===== src/rtl/logic_unit_pipe.sv =====
// logic_unit_pipe: bitwise logic unit feeding an elastic valid/ready register pipeline.
// Unsupported opcodes yield zero data with err set; results leave in acceptance order.
package logic_unit_pkg;
    typedef logic [3:0] func_t;
    localparam func_t OP_AND  = 4'b0101;
    localparam func_t OP_OR   = 4'b1101;
    localparam func_t OP_XOR  = 4'b1111;
    localparam func_t OP_NOT  = 4'b0111;
    localparam func_t OP_NAND = 4'b0001;
    localparam func_t OP_NOR  = 4'b1001;
    localparam func_t OP_XNOR = 4'b1011;
    localparam func_t OP_ANDN = 4'b0011;
endpackage

module logic_unit_pipe
    import logic_unit_pkg::*;
#(
    parameter int DATA_WIDTH = 32,
    parameter int STAGES     = 2
) (
    input  logic                  clk_i,
    input  logic                  arst_i,
    input  logic [DATA_WIDTH-1:0] rs1_data_i,
    input  logic [DATA_WIDTH-1:0] rs2_data_i,
    input  func_t                 opcode_i,
    input  logic                  valid_i,
    output logic                  ready_o,
    output logic [DATA_WIDTH-1:0] logic_out_o,
    output logic                  err_o,
    output logic                  valid_o,
    input  logic                  ready_i
);
    logic [DATA_WIDTH-1:0] w_res;
    logic                  w_err;
    logic [STAGES-1:0]     r_valid;
    logic [STAGES-1:0]     r_err;
    logic [DATA_WIDTH-1:0] r_data     [STAGES];
    logic [DATA_WIDTH-1:0] w_nxt_data [STAGES];
    logic [STAGES-1:0]     w_nxt_err;
    logic [STAGES-1:0]     w_adv;
    logic [STAGES-1:0]     w_load;

    always_comb begin
        w_res = '0;
        w_err = 1'b0;
        case (opcode_i)
            OP_AND:  w_res = rs1_data_i & rs2_data_i;
            OP_OR:   w_res = rs1_data_i | rs2_data_i;
            OP_XOR:  w_res = rs1_data_i ^ rs2_data_i;
            OP_NOT:  w_res = ~rs1_data_i;
            OP_NAND: w_res = ~(rs1_data_i & rs2_data_i);
            OP_NOR:  w_res = ~(rs1_data_i | rs2_data_i);
            OP_XNOR: w_res = ~(rs1_data_i ^ rs2_data_i);
            OP_ANDN: w_res = rs1_data_i & ~rs2_data_i;
            default: w_err = 1'b1;
        endcase
    end

    // A stage moves on when any later stage is empty or the sink is taking the output;
    // written as a flat reduction so there is no combinational chain between stages.
    for (genvar i = 0; i < STAGES; i++) begin : g_stage
        if (i == STAGES - 1) begin : g_last
            assign w_adv[i] = r_valid[i] & ready_i;
        end else begin : g_mid
            assign w_adv[i] = r_valid[i] & (ready_i | ~&r_valid[STAGES-1:i+1]);
        end
        if (i == 0) begin : g_head
            assign w_load[i]     = valid_i & ready_o;
            assign w_nxt_data[i] = w_res;
            assign w_nxt_err[i]  = w_err;
        end else begin : g_tail
            assign w_load[i]     = w_adv[i-1];
            assign w_nxt_data[i] = r_data[i-1];
            assign w_nxt_err[i]  = r_err[i-1];
        end
    end

    always_ff @(posedge clk_i or posedge arst_i) begin
        if (arst_i) begin
            r_valid <= '0;
            r_err   <= '0;
            for (int k = 0; k < STAGES; k++) r_data[k] <= '0;
        end else begin
            for (int k = 0; k < STAGES; k++) begin
                if (w_load[k]) begin
                    r_valid[k] <= 1'b1;
                    r_data[k]  <= w_nxt_data[k];
                    r_err[k]   <= w_nxt_err[k];
                end else if (w_adv[k]) begin
                    r_valid[k] <= 1'b0;
                end
            end
        end
    end

    assign ready_o     = ~r_valid[0] | w_adv[0];
    assign logic_out_o = r_data[STAGES-1];
    assign err_o       = r_err[STAGES-1];
    assign valid_o     = r_valid[STAGES-1];

`ifndef SYNTHESIS
    initial begin
        if (DATA_WIDTH > 32) $warning("logic_unit_pipe: DATA_WIDTH %0d exceeds 32", DATA_WIDTH);
        if (STAGES < 1 || STAGES > 4) $error("logic_unit_pipe: STAGES %0d outside 1..4", STAGES);
    end

    a_hold: assert property (@(posedge clk_i) disable iff (arst_i)
        valid_o && !ready_i |=> valid_o && $stable(logic_out_o) && $stable(err_o));
`endif
endmodule


===== config.mk =====
export PLATFORM = sky130hd
export DESIGN_NAME = logic_unit_pipe
export DESIGN_NICKNAME = d
export VERILOG_FILES = /design/src/rtl/logic_unit_pipe.sv
export SDC_FILE = /design/constraint.sdc
export NUM_CORES = 1
export LEC_CHECK = 0
export ABC_CLOCK_PERIOD_IN_PS = 2210
export BUFFER_PORTS_ARGS = -buffer_cell sky130_fd_sc_hd__buf_4
export CORE_AREA = 2 2 119 121
export DETAILED_ROUTE_END_ITERATION = 8
export DIE_AREA = 0 0 121 123
export PLACE_DENSITY_LB_ADDON = 0.15
export SLEW_MARGIN = 30
export SYNTH_ARGS = -nofsm -noshare
export SYNTH_HDL_FRONTEND = slang
export SYNTH_SLANG_ARGS = --single-unit
export TNS_END_PERCENT = 100

===== constraint.sdc =====
create_clock -name clk_i -period 2.21 [get_ports clk_i]
set_input_delay 0.442 -clock clk_i [delete_from_list [all_inputs] [get_ports clk_i]]
set_output_delay 0.442 -clock clk_i [all_outputs]
set_load 0.1 [all_outputs]

==> impl.org <==
** Placement
- After legalization and detailed placement, the total HPWL measured 9.67 mm.
- IO Port Bufs :: ~110
- DP Cell Count :: roughly 860
- Gpl congestion :: 0.773

** Logic synthesis
- Dominant cell type by area after synthesis :: sky130_fd_sc_hd__dfrtp_1
- In the post-synthesis netlist, the biggest area contributors are sky130_fd_sc_hd__dfrtp_1 (28%), sky130_fd_sc_hd__ha_1 (20%), sky130_fd_sc_hd__mux2i_1 (8.9%).
- Distinct cell type count of the synthesized netlist :: 45
- Yosys instantiated no cell more often than sky130_fd_sc_hd__ha_1.
- The synthesized netlist occupies a cell area of roughly 6000 um2.
- Ys async rst share :: between 90% and 100%
- Top post-synthesis cells by count :: sky130_fd_sc_hd__ha_1 (96), sky130_fd_sc_hd__inv_1 (91), sky130_fd_sc_hd__dfrtp_1 (68)
- In this run, synthesis inferred 0 flip-flops with an integrated enable.
- Yosys printed 0 warnings.
- Post-synth net total :: 800
- Sequential cells were found to cover 28.4% of the synthesized design area.
- Area fraction of the dominant cell type after synthesis :: approximately 28%
- A synthesized cell averages between 9 and 10 um2.
- After synthesis the netlist holds a flip-flop and latch count of 68.
- The most used flip-flop cell after synthesis is sky130_fd_sc_hd__dfrtp_1.
- Cells after Synth :: ~630

** Clock network
- Clock tree synthesis found a total of 68 sinks.
- The number of gates resized after CTS was 0.
- Count of buffers added by post-CTS timing repair for setup :: 0
- The tree is rooted in a sky130_fd_sc_hd__clkbuf_16.
- Number of buffers inserted during clock tree synthesis :: 9
- Clk pin slew, worst setup/hold paths :: roughly 60 ps
- CTS tree :: yes
- For the worst-skew pair, the clock arrives at the later sink with an insertion delay of roughly 340 ps.
- Total number of H-tree levels :: 3
- Worst-case clock buffer depth :: 2
- CTS Hold Buffers Added :: 0

** Detailed routing
- Total wire length after detailed routing :: about 14 mm
- The detail route stage leaves a number of antenna-violating nets equal to 0.
- Detail-routed net length per standard cell :: between 15 and 20 um
- In this run, the number of DRC markers left after iteration 0 of detailed routing was around 220.
- Summed over all nets, wire length on met2 after detailed routing comes to roughly 6.5 mm.
- First-pass iteration count of the detailed router :: 4
- The routed layout has about 4,500 vias.
- In the routed layout, each cell is associated on average with a via count of ~5.1.
- Routed wl met3 :: between 700 and 800 um
- After detailed routing, the wire length on met1 is around 6 mm.
- For this run, design rule violations remaining after detail routing come to 0.
- The highest metal layer carrying signal wires in the routed design is met4.

** GRT
- Global-route wire length before repair :: 22.0 mm
- Maximum number of pins on one net before global-route repair :: between 50 and 60
- Global Route Usage Sum :: roughly a fifth
- The number of antenna violations at the first check in global routing was 0.
- Via count of the first global-routing pass :: about 4,500
- Total overflow reported by the global router :: 0

** Pwr
- Internal power :: roughly 0.003 W
- In this run the static leakage power is around 3.7 nW.
- Sw Ratio :: between 40% and 50%
- Net Sw Power :: 0.00249 W
- Part of the power in combinational logic :: between 40% and 50%
- Portion of total power attributed to the clock network :: 24.8%
- Power spread over the standard cell area amounts to approximately 790 nW/um2.
- Worst vdd rail ir drop :: ~530 uV
- Total power of the final layout :: 0.00551 W
- In this run, flip-flops and latches consume between 20 and 30% of the power.

** Setup path
- By startpoint and endpoint, the worst setup path is classified as register to primary output.
- Along the worst path, the maximum fanout reaches 5.
- STA puts the critical path data required time at between 1500 and 2000 ps.
- Category of the worst setup path launch point :: register
- At the worst endpoint, the arrival time is roughly 1300 ps.
- Critical path endpoint category :: primary output

** STA
- The final critical path takes up approximately 79% of the cycle.
- Number of setup violations in the final report :: 0
- The worst pin sits at a relative slew slack of between 50 and 60%.
- The number of hold-slack violations in the final timing report was 0.
- The tightest hold path in the finished design has a slack of just over 40 ps.
- Least-Margin Pin Slew :: approximately 620 ps
- Unrepaired setup endpoints after global routing :: false
- The smallest clock period supported by the final layout is computed as 1740 ps.
- Based on the critical path, the design can be clocked at up to between 500 and 600 MHz.
- Adding up every negative setup slack in the final design gives 0 ps.
- Final max-slew violation count :: 0
- Setup clock skew after layout :: between 7 and 8 ps

** Die
- During I/O placement, the number of pins put on the boundary was between 100 and 150.
- Die footprint :: 14,900 um2
- Std cell rows :: 43
- Y dimension of the die :: about 120 um
- The floorplan step set the die width to ~120 um.
- The initial utilization of the core area, before any placement, comes to between 40% and 50%.
- The core region is around 14,000 um2.

** Cells and area
- Layout Area Growth over Synthesis :: 16.6%
- Registers take 1700 um2.
- After filler insertion, the fill cell instance count of the layout stands at approximately 1,300.
- Layout Nets :: around 860
- Non-filler instance count after layout :: approximately 900
- Share of final-layout standard cells stronger than drive strength 1 :: about a quarter
- Multi-input logic area :: 3510 um2
- The repair_antennas step left the layout with diodes totalling 0.

** Status
- Status :: complete, no violations

** Worst hold path
- The worst hold path belongs to the class primary input to async pin.

** Flow run
- The tool flagged a number of max-cap violations equal to 0.
[cell type report]
class / count / area share (%)
clock buffers: 13 / 3.73
clock inverters: 2 / 0.143
inverters: 91 / 4.91
multi-input cells: 406 / 50.2
flip-flops and latches: 68 / 24.4
well taps: 180 / 3.23
repair buffers: 119 / 13.3
[layer usage]
metal / global-route usage (%) / vias to the layer above
li1: - / 2210
met1: 23.0 / 2166
met2: 32.5 / 107
met3: 3.92 / 12
met4: 8.87 / 0
met5: 0 / -
[kinds of logic (layout without fill, tap and decap cells)]
family,Yosys count,after routing,share of synthesized area (%)
buffers and inverters,158,225,13.3
AOI/OAI and AO/OA,104,104,12.0
and+or+nand+nor,99,99,7.77
adders and majority gates,96,96,20.1
muxes,88,88,15.6
DFF,68,68,28.4
xor gates and xnor gates,19,19,2.78
[state kept, by name, indices dropped and copies added (netlist names)]
name / count
logic_out_o: 32
r_data: 32
r_err: 2
r_valid: 2
[layout by cell type, fill, tap and decap left out, types with 2 or more instances in the layout]
cell,n
sky130_fd_sc_hd__xor2_1,15
sky130_fd_sc_hd__o22ai_2,3
sky130_fd_sc_hd__dfrtp_1,67
sky130_fd_sc_hd__mux2i_1,53
sky130_fd_sc_hd__clkbuf_8,2
sky130_fd_sc_hd__o21ai_0,8
sky130_fd_sc_hd__mux2_2,34
sky130_fd_sc_hd__buf_4,116
sky130_fd_sc_hd__a211oi_1,3
sky130_fd_sc_hd__a31oi_1,14
sky130_fd_sc_hd__nand2b_1,6
sky130_fd_sc_hd__nand2_2,2
sky130_fd_sc_hd__a21oi_1,29
sky130_fd_sc_hd__ha_1,96
sky130_fd_sc_hd__a221o_1,2
sky130_fd_sc_hd__clkbuf_1,2
sky130_fd_sc_hd__nand3_1,2
sky130_fd_sc_hd__o22a_1,14
sky130_fd_sc_hd__nor2_1,46
sky130_fd_sc_hd__a41oi_1,13
sky130_fd_sc_hd__nand2_1,29
sky130_fd_sc_hd__xnor2_1,4
sky130_fd_sc_hd__buf_12,3
sky130_fd_sc_hd__o22ai_1,9
sky130_fd_sc_hd__clkbuf_16,9
sky130_fd_sc_hd__clkinv_2,3
sky130_fd_sc_hd__nor2b_1,2
sky130_fd_sc_hd__inv_1,90
[worst max-delay path: stages (launching register included)]
cell and delay [ps]:
sky130_fd_sc_hd__dfrtp_2 410, sky130_fd_sc_hd__nand3b_1 200, sky130_fd_sc_hd__buf_4 340
[power by group through the flow]
stage	Clock (W)	Sequential [W]	Combinational [W]
after floorplan	0	0.00167	0.00217
after global placement	0	0.00167	0.00247
after detailed placement	0	0.00167	0.00252
after CTS	0.00141	0.00165	0.00252
after global routing	0.00145	0.00168	0.00264
final	0.00137	0.00165	0.00250
[final timing paths]
check	start	end	slack [ps]	cells after the start
worst max-delay path	r_valid[1]	ready_o	470	2
worst min-delay path	arst_i	r_data[57]	40	2
worst max register to register	r_valid[1]	r_data[61]	560	4
worst min register to register	r_err[0]	r_err[0]	490	2
max in group asynchronous	arst_i	r_data[44]	1530	3
min in group clk_i	valid_i	r_valid[0]	340	2
[stage by stage]
step	setup slack (ps)	utilization, %	cell area (um2)
floorplan	-345	-	6030
global route	380	51.3	6980
detailed placement	415	49.3	6710
CTS	460	51.3	6980
finish	471	51.3	6980
global placement	458	49.3	6710
Power figures use the tool's default switching activity.
